<file path="config.mk">
export PLATFORM = sky130hd
export DESIGN_NAME = mux_scan_n
export DESIGN_NICKNAME = d
export VERILOG_FILES = /design/src/rtl/mux_pkg.sv /design/src/rtl/mux_scan_n_dwell_counter.sv /design/src/rtl/mux_scan_n.sv
export SDC_FILE = /design/constraint.sdc
export NUM_CORES = 1
export LEC_CHECK = 0
export CORE_ASPECT_RATIO = 1.1
export CORE_MARGIN = 2
export CORE_UTILIZATION = 48
export DETAILED_ROUTE_END_ITERATION = 10
export GPL_TIMING_DRIVEN = 0
export PLACE_DENSITY_LB_ADDON = 0.1
export SLEW_MARGIN = 15
export SYNTH_ARGS = -nofsm -noshare
export SYNTH_HDL_FRONTEND = slang
export SYNTH_HIERARCHICAL = 1
export SYNTH_SLANG_ARGS = --single-unit
</file>
<file path="constraint.sdc">
create_clock -name Clock -period 3.45 [get_ports Clock]
set_clock_uncertainty 0.2 [all_clocks]
set_input_delay 1.035 -clock Clock [delete_from_list [all_inputs] [get_ports Clock]]
set_output_delay 1.035 -clock Clock [all_outputs]
set_load 0.02 [all_outputs]
</file>
<file path="src/rtl/mux_pkg.sv">
// Shared definitions for the scanning channel multiplexer.
//   mode_e  : Mode input encoding (manual select / auto-scan)
//   clog2   : ceiling log2, used for deriving counter widths
//   cnt_w   : counter width for a given dwell interval (never below 1 bit)
package mux_pkg;

    typedef enum logic {
        MODE_MANUAL = 1'b0,
        MODE_SCAN   = 1'b1
    } mode_e;

    function automatic int clog2(input int unsigned v);
        int r;
        r = 0;
        while ((64'd1 << r) < {32'd0, v}) begin
            r = r + 1;
        end
        return r;
    endfunction

    function automatic int cnt_w(input int unsigned dwell);
        return (clog2(dwell) < 1) ? 1 : clog2(dwell);
    endfunction

endpackage

</file>
<file path="src/rtl/mux_scan_n_dwell_counter.sv">
// Dwell interval counter for the scanning multiplexer.
//   Clock : rising-edge clock
//   Reset : asynchronous active-high reset, count returns to 0
//   En    : advance the count this cycle
//   Clr   : force the count to 0 (has priority over En)
//   Tc    : combinational terminal count, high when En is set and the
//           count sits at DWELL-1 (so the next edge wraps to 0)
module dwell_counter
    import mux_pkg::*;
#(
    parameter int unsigned DWELL = 50000000
) (
    input  logic Clock,
    input  logic Reset,
    input  logic En,
    input  logic Clr,
    output logic Tc
);

    localparam int CW = cnt_w(DWELL);
    localparam logic [CW-1:0] LAST = CW'(DWELL - 1);

    logic [CW-1:0] count_p1;

    // With DWELL=1 the count never leaves 0, so Tc follows En every cycle.
    assign Tc = En && (count_p1 == LAST);

    always_ff @(posedge Clock or posedge Reset) begin
        if (Reset) begin
            count_p1 <= '0;
        end else if (Clr) begin
            count_p1 <= '0;
        end else if (En) begin
            count_p1 <= Tc ? '0 : count_p1 + 1'b1;
        end
    end

endmodule

</file>
<file path="src/rtl/mux_scan_n.sv">
// Registered N-channel multiplexer with an auto-scan mode that steps through
// the channels on a programmable dwell interval.
//   Clock : rising-edge clock
//   Reset : asynchronous active-high reset
//   Mode  : 0 = manual select on S, 1 = auto-scan
//   Hold  : scan mode only, freezes dwell count and channel index
//   S     : manual channel select
//   W     : flattened channel inputs, channel k = W[k*WIDTH +: WIDTH]
//   F     : registered data of the channel shown on Sel
//   Sel   : registered channel index driving F
//   Adv   : one-cycle pulse on the cycle Sel shows a scan advance
//   Err   : registered, high while the manual select is out of range
module mux_scan_n
    import mux_pkg::*;
#(
    parameter int unsigned WIDTH = 4,
    parameter int unsigned CH    = 8,
    parameter int unsigned SELW  = 3,
    parameter int unsigned DWELL = 50000000
) (
    input  logic                  Clock,
    input  logic                  Reset,
    input  logic                  Mode,
    input  logic                  Hold,
    input  logic [SELW-1:0]       S,
    input  logic [CH*WIDTH-1:0]   W,
    output logic [WIDTH-1:0]      F,
    output logic [SELW-1:0]       Sel,
    output logic                  Adv,
    output logic                  Err
);

    localparam logic [SELW:0]   CH_X    = (SELW + 1)'(CH);
    localparam logic [SELW-1:0] LAST_CH = SELW'(CH - 1);

    logic             scan;
    logic             first_scan;
    logic             cnt_en;
    logic             cnt_clr;
    logic             tc;
    logic [SELW-1:0]  sel_nxt;
    logic [WIDTH-1:0] f_nxt;
    logic             err_nxt;

    logic [WIDTH-1:0] f_p1;
    logic [SELW-1:0]  sel_p1;
    logic             adv_p1;
    logic             err_p1;
    logic             scan_p1;

    assign scan       = (Mode == MODE_SCAN);
    // scan_p1 resets to 1: the reset state (count 0, Sel 0) is already a
    // valid scan position, so a scan that continues out of reset counts
    // from its first edge instead of spending an extra cycle re-entering.
    assign first_scan = scan && !scan_p1;
    assign cnt_en     = scan && !first_scan && !Hold;
    assign cnt_clr    = !scan || first_scan;

    dwell_counter #(
        .DWELL (DWELL)
    ) u_dwell (
        .Clock (Clock),
        .Reset (Reset),
        .En    (cnt_en),
        .Clr   (cnt_clr),
        .Tc    (tc)
    );

    // Next channel index; manual always wins over a pending terminal count.
    always_comb begin
        sel_nxt = sel_p1;
        if (!scan) begin
            sel_nxt = S;
        end else if (first_scan) begin
            sel_nxt = ({1'b0, sel_p1} >= CH_X) ? '0 : sel_p1;
        end else if (tc) begin
            sel_nxt = (sel_p1 == LAST_CH) ? '0 : sel_p1 + 1'b1;
        end
    end

    // Channel extract on the next index so F and Sel always agree.
    // An out-of-range index matches no channel and yields 0.
    always_comb begin
        f_nxt = '0;
        for (int k = 0; k < CH; k++) begin
            if ({1'b0, sel_nxt} == (SELW + 1)'(k)) begin
                f_nxt = W[k*WIDTH +: WIDTH];
            end
        end
    end

    assign err_nxt = !scan && ({1'b0, S} >= CH_X);

    // ---- stage p1: output registers ----
    always_ff @(posedge Clock or posedge Reset) begin
        if (Reset) begin
            f_p1    <= '0;
            sel_p1  <= '0;
            adv_p1  <= 1'b0;
            err_p1  <= 1'b0;
            scan_p1 <= 1'b1;
        end else begin
            f_p1    <= f_nxt;
            sel_p1  <= sel_nxt;
            adv_p1  <= tc;
            err_p1  <= err_nxt;
            scan_p1 <= scan;
        end
    end

    assign F   = f_p1;
    assign Sel = sel_p1;
    assign Adv = adv_p1;
    assign Err = err_p1;

endmodule

</file>
# ---- After elaboration in Yosys (flattened, before gate mapping)
# Index checks and enable logic that the tools add are counted.
dict set report totals {
  ff_bits 35
  inputBits 39
  out_inout_bits 9
  wordCells 42
}
dict set report classes {
  addsub 2
  n_eq_ne 9
  n_mux 15
  n_reduce_logical 11
}
# op n
set op_table {}
lappend op_table {{26-bit 2-to-1 mux} 3}
lappend op_table {{4-bit 2-to-1 mux} 8}
lappend op_table {{26-bit by 1-bit adder with 26-bit output (second input constant)} 1}
lappend op_table {{26-bit == test (second input constant)} 1}
lappend op_table {{3-bit == test (second input constant)} 5}
lappend op_table {{3-bit 2-to-1 mux} 4}
lappend op_table {{3-bit by 2-bit == test with 1-bit output (second input constant)} 2}
lappend op_table {{1-bit logical AND} 4}
lappend op_table {{1-bit zero test} 4}
lappend op_table {{3-bit by 1-bit adder with 3-bit output (second input constant)} 1}
lappend op_table {{3-bit by 1-bit == test with 1-bit output (second input constant)} 1}
lappend op_table {{3-bit zero test} 1}
lappend op_table {{2-bit nonzero test} 1}
lappend op_table {{1-bit logical OR} 1}

# ---- Logic depth before layout (Yosys ltp)
# Gate-level depths: netlist (run 1).
dict set report logic_depth {
  depth_word 18
  mapped_depth 13
  depth_no_buf 12
}

# ---- Modules after synthesis
# The synthesis (run 1) kept the hierarchy.
# module instances cells_per_inst area_per_inst_um2 seq_area_each_um2
set modules_own_cells {}
lappend modules_own_cells {dwell_counter 1 164 1512.7 650.6}
lappend modules_own_cells {mux_scan_n 1 71 718.2 226.5}

# ---- Worst setup path before layout (run 1)
# Ideal clock, no wire load.
dict set report synth_timing {
  path_kind {input port to flip-flop}
  startpoint {input port Mode}
  endpoint {register f_p1[2] (netlist: F[2])}
  setup_ns 0.131
  t_arrival_ns 2.931
  required_time_ns 3.119
  slack_ns 0.188
  stages 12
  path_buffers 1
  cell_sequence {nand2_1 -> nor2_1 -> nand2_1 -> nor4_4 -> and2_4 -> and4bb_1 -> o21ai_1 -> and2_4 -> buf_6 -> mux2_4 -> a221oi_2 -> a31oi_1}
}
dict set report synth_via {
  elab_chain_len 17
  elab_cells_between_ends 24
  classes_between {7 x eq/ne; 11 x mux; 6 x reduce/logical}
}
# element line
set synth_rtl {}
lappend synth_rtl {{from (decl)} mux_scan_n.sv:23} ;# input logic Mode,
lappend synth_rtl {{1-bit logical AND} mux_scan_n.sv:55} ;# assign first_scan = scan && !scan_p1;
lappend synth_rtl {{1-bit zero test} mux_scan_n.sv:56} ;# assign cnt_en = scan && !first_scan && !Hold;
lappend synth_rtl {{1-bit logical AND (*) (2 in a row)} mux_scan_n.sv:56}
lappend synth_rtl {{named net cnt_en} mux_scan_n.sv:38} ;# logic cnt_en;
lappend synth_rtl {{1-bit logical AND (*)} mux_scan_n_dwell_counter.sv:26} ;# assign Tc = En && (count_p1 == LAST);
lappend synth_rtl {{named net tc} mux_scan_n.sv:40} ;# logic tc;
lappend synth_rtl {{3-bit 2-to-1 mux (*)} mux_scan_n.sv:76} ;# end else if (tc) begin
lappend synth_rtl {{3-bit 2-to-1 mux (*)} mux_scan_n.sv:74} ;# end else if (first_scan) begin
lappend synth_rtl {{3-bit 2-to-1 mux (*)} mux_scan_n.sv:72} ;# if (!scan) begin
lappend synth_rtl {{3-bit zero test} mux_scan_n.sv:86} ;# if ({1'b0, sel_nxt} == (SELW + 1)'(k)) begin
lappend synth_rtl {{4-bit 2-to-1 mux (7 in a row)} mux_scan_n.sv:86}
lappend synth_rtl {{4-bit 2-to-1 mux (*)} mux_scan_n.sv:86}
lappend synth_rtl {{named net f_nxt[2]} mux_scan_n.sv:42} ;# logic [WIDTH-1:0] f_nxt;
lappend synth_rtl {{to (signal assigned)} mux_scan_n.sv:103} ;# f_p1 <= f_nxt;
lappend synth_rtl {{to (decl)} mux_scan_n.sv:45} ;# logic [WIDTH-1:0] f_p1;
# Mark *: on every way through the listed nets, which the timed path passes. The rest lies on a longest branch.
# A chain may end at the register's enable or synchronous reset.

# ---- Worst setup path in the final report (run 1)
dict set report layout_timing {
  startpoint {input port Hold}
  endpoint {register f_p1[2] (netlist: F[2])}
}
dict set report layout_via {
  elab_chain_len 15
  elab_cells_between_ends 22
  classes_between {7 x eq/ne; 11 x mux; 4 x reduce/logical}
}
# element line
set layout_rtl {}
lappend layout_rtl {{from (decl)} mux_scan_n.sv:24} ;# input logic Hold,
lappend layout_rtl {{1-bit zero test (*)} mux_scan_n.sv:56}
lappend layout_rtl {{1-bit logical AND (*)} mux_scan_n.sv:56}
lappend layout_rtl {{named net cnt_en} mux_scan_n.sv:38}
lappend layout_rtl {{1-bit logical AND (*)} mux_scan_n_dwell_counter.sv:26}
lappend layout_rtl {{named net tc} mux_scan_n.sv:40}
lappend layout_rtl {{3-bit 2-to-1 mux (*)} mux_scan_n.sv:76}
lappend layout_rtl {{3-bit 2-to-1 mux (*)} mux_scan_n.sv:74}
lappend layout_rtl {{3-bit 2-to-1 mux (*)} mux_scan_n.sv:72}
lappend layout_rtl {{3-bit zero test} mux_scan_n.sv:86}
lappend layout_rtl {{4-bit 2-to-1 mux (7 in a row)} mux_scan_n.sv:86}
lappend layout_rtl {{4-bit 2-to-1 mux (*)} mux_scan_n.sv:86}
lappend layout_rtl {{named net f_nxt[2]} mux_scan_n.sv:42}
# Marked as above.

==> flow_summary.toml, run 1 <==
[synth]
synth_fa_ha_area_share_pct = 2.24
synth.avg_cell_area_um2 = 9.49
synth_area_um2 = 2230
synth_warnings = 6
synth_compound_gate_area_share_pct = 9.42
synth_top_family_by_area = "simple AND/OR/NAND/NOR gates"
synth-simple-area-share_pct = 27.8
muxShareOfSynthArea_pct = 8.58
synthFlopType = "dfrtp_1"
netlist_instances = 235
ys_types = 47
synth_xor_area_share_pct = 7.85
ys_seq_area_share_pct = 39.3
syn_nets = 278
synth_edf_count = 0
ys_async_sr_fraction_pct = 100
synth_seq_cells = 35

[clock_network]
cts_tree = "yes"
ctsHoldBuffers = 0
clk_path_buf_depth = 2
cts.sinks = 35
numCtsBuffers = 5
clk_pin_slew_ps = 60
clockRootBuffer = "clkbuf_8"
htree_levels = 2
clock_latency_ps = 290

[timing]
drv_slew = 0
worstMarginPinSlew_ps = 1010
min_period_ps = 3310
max_slew_margin_pct = 32.3
period_share_pct = 95.9
hold_viol = 0
max_freq_ghz = 0.302
rsz0062_at_grt = "false"
setup_violations = 0

[floorplan]
start_util_pct = 49.0
dieArea_um2 = 5210
coreArea_um2 = 4550
placementRows = 26
die_w_um = 69
die_h_um = 75.5
io_pins = 48

[worst_setup_path]
crit_fanout = 8
criticalPathCategory = "input port to flop"
critPathLaunchType = "input port"
crit_slowest_cell = "clkdlybuf4s50_1"
r2r-start = "u_dwell/count_p1[0]"
ff2ff_setup_slack_ps = 450
critical-path-top-delay-family = "simple AND/OR/NAND/NOR gates"
worstPathRequired_ps = 3410
path_common_cell = "and2_4"
timing.rr.end = "F[2]"
worstSetupEndpointType = "flop"
cpPeakStageDelay_ps = 420
cp.arrival_ps = 3270
crit_buf_inv = 2
crit_chain = "clkdlybuf4s50_1 > nor2_2 > nand2_2 > nor4_4 > and2_4 > and4bb_1 > o21ai_1 > and2_4 > buf_6 > mux2_4 > a221oi_2 > a31oi_1"
r2r_cells = 11

[power_and_ir_drop]
p_comb_share_pct = 20.6
switching_share_pct = 25.6
p_int_mw = 0.668
p_switching_mw = 0.230
p_seq_share_pct = 47.9
p_clk_share_pct = 31.5
p_total_mw = 0.899
ir_drop_mv = 0.142
power_density_nw_per_um2 = 314
leakagePower_nw = 1.18

[min_path]
min_delay_path_depth = 2
hp-class = "flop to flop"
min_to = "u_dwell/count_p1[25]"
hold_path_startpoint = "u_dwell/count_p1[25]"

[route]
vias = 1954
route.detailed.drc = 0
drt_iter0_markers = 90
wl_per_cell_um = 14.5
ant_nets = 0
via_per_inst = 5.63
dr.pass1.iters = 5
wirelength_mm = 5.04

[grt]
grt_pass1_vias = 1896
grt_pass1_wl_mm = 8.60
grt_usage_pct = 20.7
antenna_found_initial = 0
grt-ovfl-total = 0
grt_max_degree = 27

[run]
max_cap_viol_count = 0

[finish]
final_area_um2 = 2870
nNetsFinal = 333
antenna_cells = 0
syn2layout_area_growth_pct = 28.5
final_cells = 347
fillers = 406
drive_gt1_share_pct = 14.1

[status]
status = "complete, no violations"

[placed_design]
globalplace.congestion = 0.881
place_hpwl_mm = 3.91
dpl_cell_area_um2 = 2760
post-place-cells = 337
io_buffers = 46
## how the worst max path moves through the flow
stage	startpoint	end	slack (ps)	depth (start not counted)
2_1_floorplan	Mode	F[2]	190	12
3_3_place_gp	Mode	F[2]	-740	13
3_5_place_dp	Mode	F[2]	-800	13
4_1_cts	Hold	F[2]	3	12
5_1_grt	Hold	F[2]	30	12
6_report	Hold	F[2]	140	12
## worst reg2reg max path, cell delays in order (launching register included)
cell and delay [ps]:
dfrtp_1 450, ha_1 210, nand3_1 220, nor4_4 370
and2_4 230, and4bb_1 200, o21ai_1 100, and2_4 170
buf_6 130, mux2_4 300, a221oi_2 240, a31oi_1 70
## sequential cells by signal, indices dropped and copies added (netlist names)
name / count
Adv: 1
F: 4
Sel: 3
scan_p1: 1
u_dwell/count_p1: 26
## power by group through the flow
| stage | registers [mW] | logic (mW) | clock network (mW) |
|---|---|---|---|
| global placement | 0.438 | 0.184 | 0 |
| detailed placement | 0.438 | 0.185 | 0 |
| CTS | 0.431 | 0.186 | 0.292 |
| finish | 0.431 | 0.185 | 0.283 |
| floorplan | 0.452 | 0.0865 | 0 |
| global route | 0.432 | 0.203 | 0.308 |
## per-stage QoR
step | setup TNS (ps) | worst slack, ps | utilization (%) | hold slack [ps]
final | 0 | 142 | 62.9 | 383
after detailed placement | -4150 | -797 | 60.6 | 367
after global routing | 0 | 34.6 | 62.9 | 409
after floorplan | 0 | 188 | - | 317
after global placement | -3830 | -743 | 60.6 | 351
after CTS | 0 | 3.49 | 62.9 | 378
## timing repair
| action | CTS | global route |
|---|---|---|
| pin swaps | 3 | 2 |
| setup endpoints to repair | 5 | 4 |
| gates resized for setup | 5 | 4 |
| buffers inserted | 2 | 0 |
## area by class of cell
cell class,instances,area [um2],area share [%]
clock buffer,7,76.3,2.66
timing repair buffer,48,470,16.4
tap,56,70.1,2.44
inverter,5,20.0,0.698
sequential,35,877,30.6
multi-input combinational,185,1260,44.0
buffer,10,86.3,3.01
clock inverter,1,5.00,0.175
## synth_stat cells (all sizes together) (2+ instances only)
cell type / n / share of area [%]
dfrtp: 34 / 38
nor4: 10 / 4.4
nor3: 5 / 1.1
xor2: 15 / 5.9
nand3b: 2 / 0.67
mux2i: 12 / 5.4
and4: 2 / 0.90
inv: 4 / 0.67
nor2: 37 / 6.3
ha: 4 / 2.2
nand3: 14 / 3.1
buf: 9 / 3.5
mux2: 6 / 3.2
a32oi: 2 / 0.79
a22oi: 3 / 1.0
o21ai: 6 / 1.3
nand4b: 3 / 1.2
xnor2: 5 / 2.0
and3: 2 / 0.56
nand4: 13 / 3.9
a21oi: 9 / 2.0
a31oi: 2 / 0.56
o211ai: 2 / 0.67
and2: 2 / 0.79
nand2: 18 / 3.0
a21bo: 2 / 0.90
## kinds of logic after synthesis
group                    count (synthesis)
AO/OA/AOI/OAI                           30
XOR/XNOR                                20
adder cells (fa/ha/maj)                  4
buffers and inverters                   15
flip-flops                              35
multiplexers                            18
other                                    1
AND/OR/NAND/NOR                        112
## routing by layer
| layer | routed length [um] | GRT usage, % | part of all wire, % |
|---|---|---|---|
| met1 | 2100 | 23.3 | 42 |
| met3 | 226 | 3.57 | 4.5 |
| met5 | 0 | 0 | 0 |
| met2 | 2590 | 39.1 | 51 |
| met4 | 127 | 9.80 | 2.5 |
## cell usage in the layout, fill, tap and decap left out, types with 3 or more instances in the layout
master / synthesis / layout
o21ai_0: 5 / 5
mux2_2: 5 / 5
a22oi_1: 3 / 3
xor2_1: 15 / 15
nand4_1: 12 / 12
nor2_1: 36 / 35
nor4_1: 7 / 7
ha_1: 4 / 4
a21oi_1: 9 / 9
xnor2_1: 5 / 5
buf_6: 5 / 5
buf_2: 3 / 3
clkdlybuf4s50_1: 0 / 45
nand2_1: 18 / 17
clkbuf_8: 0 / 5
buf_4: 1 / 3
nand3_1: 14 / 14
nand4b_1: 3 / 3
nor3_1: 5 / 5
dfrtp_1: 34 / 34
inv_1: 4 / 4
mux2i_1: 12 / 12
Power figures use the tool's default switching activity.
==> inputs of run 2 (changes only) <==
- GPL_TIMING_DRIVEN: 0 -> unset
==> run 2 against run 1 <==
Effect of this change:
- fmax is 5.1% higher
- via count is 0.72% higher
- design area is 2.8% higher
- die area stayed put
==> flow_summary.toml, run 2 (synthesized netlist as in run 1, its figures left out) <==
[status]
status = "complete, no violations"

[finish]
final_common_cell = "clkdlybuf4s50_1"
largest_reg_flops = 26
top_register = "u_dwell/count_p1"
syn2layout_area_growth_pct = 32.1
fillers = 411
final_cell_mix = "clkdlybuf4s50_1, nor2_1, dfrtp_1"
drive_gt1_share_pct = 17.5
multiInputGateArea_um2 = 1260
antenna_cells = 0
nNetsFinal = 344
regArea_um2 = 877
post-route-util_pct = 64.7

[grt]
antenna_found_initial = 0
grt-ovfl-total = 0
grt_pass1_wl_mm = 8.63
grt_max_degree = 27
grt_pass1_vias = 1940
grt_usage_pct = 20.6

[timing]
min_period_ps = 3150
max_slew_margin_pct = 65.0
period_share_pct = 91.2
setup_violations = 0
timing.final.ws_setup_ps = 303
hold_viol = 0
worstMarginPinSlew_ps = 520
drv_slew = 0
max_freq_ghz = 0.318
rsz0062_at_grt = "false"

[clock_network]
cts_tree = "yes"
ctsHoldBuffers = 0
clock_latency_ps = 290
htree_levels = 2
clockRootBuffer = "clkbuf_8"
clk_pin_slew_ps = 70
clk_path_buf_depth = 2
cts.sinks = 35
numCtsBuffers = 5

[worst_setup_path]
criticalPathCategory = "input port to flop"
cp.arrival_ps = 3110
ff2ff_setup_slack_ps = 570
critPathLaunchType = "input port"
crit_fanout = 8
worstPathRequired_ps = 3410
worstSetupEndpointType = "flop"

[power_and_ir_drop]
ir_drop_mv = 0.151
power_density_nw_per_um2 = 310
leakagePower_nw = 1.25
p_total_mw = 0.912

[route]
drt_iter0_markers = 104
dr.pass1.iters = 4
vias = 1968
wl_per_cell_um = 14.1
ant_nets = 0
wirelength_mm = 5.05
route.detailed.drc = 0
via_per_inst = 5.50

[placed_design]
place_ws_ps = -359
place_hpwl_mm = 3.95
io_buffers = 46
globalplace.congestion = 0.885

[floorplan]
dieArea_um2 = 5210
io_pins = 48
die_w_um = 69
coreArea_um2 = 4550
die_h_um = 75.5
start_util_pct = 49.0
placementRows = 26

[run]
max_cap_viol_count = 0

[min_path]
hp-class = "flop to flop"
## run 2: cell types whose count changed in the layout (fill, tap and decap cells not counted), sizes merged
| cell | delta |
|---|---|
| clkinv | +2 |
| clkdlybuf4s50 | -1 |
| clkbuf | -4 |
| dlymetal6s2s | +2 |
| buf | +12 |
## run 2: critical path: stages
cell,delay [ps]
dlymetal6s2s_1,130
nand2_2,70
nor2_2,140
nand2_2,90
nor4_4,300
and2_4,220
a21boi_0,90
o21ai_1,190
and2_4,250
mux2_4,320
a221oi_2,210
a31oi_1,60
## run 2: path summary, 6_finish.rpt
kind | from | to | depth (start not counted)
worst max-delay path | Mode | F[2] | 12
worst min-delay path | u_dwell/count_p1[22] | u_dwell/count_p1[22] | 2
worst max register to register | scan_p1 | F[2] | 11
worst min register to register | u_dwell/count_p1[22] | u_dwell/count_p1[22] | 2
max in group asynchronous | Reset | u_dwell/count_p1[1] | 3
min in group asynchronous | Reset | Sel[2] | 2
## run 2: power by group
part | switching (mW) | internal (mW) | total [mW] | leakage [nW]
clock network | 0.145 | 0.138 | 0.283 | 0.0477
logic | 0.0844 | 0.114 | 0.199 | 0.736
registers | 0.00762 | 0.423 | 0.431 | 0.469
## run 2: metrics by stage
stage	TNS [ps]	hold WS [ps]	instances	cell area, um2
2_1_floorplan	0	317	235	2230
3_3_place_gp	-939	359	347	2830
3_5_place_dp	-1250	371	347	2830
4_1_cts	0	382	358	2940
5_1_grt	0	421	358	2950
6_report	0	386	358	2950
## run 2: layer usage
layer | GRT usage, % | routed length (um) | share of wire [%]
met1 | 23.4 | 2110 | 42
met2 | 37.7 | 2580 | 51
met3 | 5.16 | 262 | 5.2
met4 | 8.50 | 93 | 1.8
met5 | 0 | 0 | 0
## run 2: area by class of cell
type                    count  area share [%]
well taps                  56            2.38
inverters                   5           0.679
multi-input cells         185            42.7
repair buffers             69            21.7
clock buffers               5            2.34
flip-flops and latches     35            29.8
clock inverters             3           0.510
## run 2: repair_timing
action                                 CTS  global route
endpoints found under the hold margin    0             0
setup buffers                            3             0
setup endpoints to repair                3             4
resized for setup                        1             5
pin swaps                                5             6
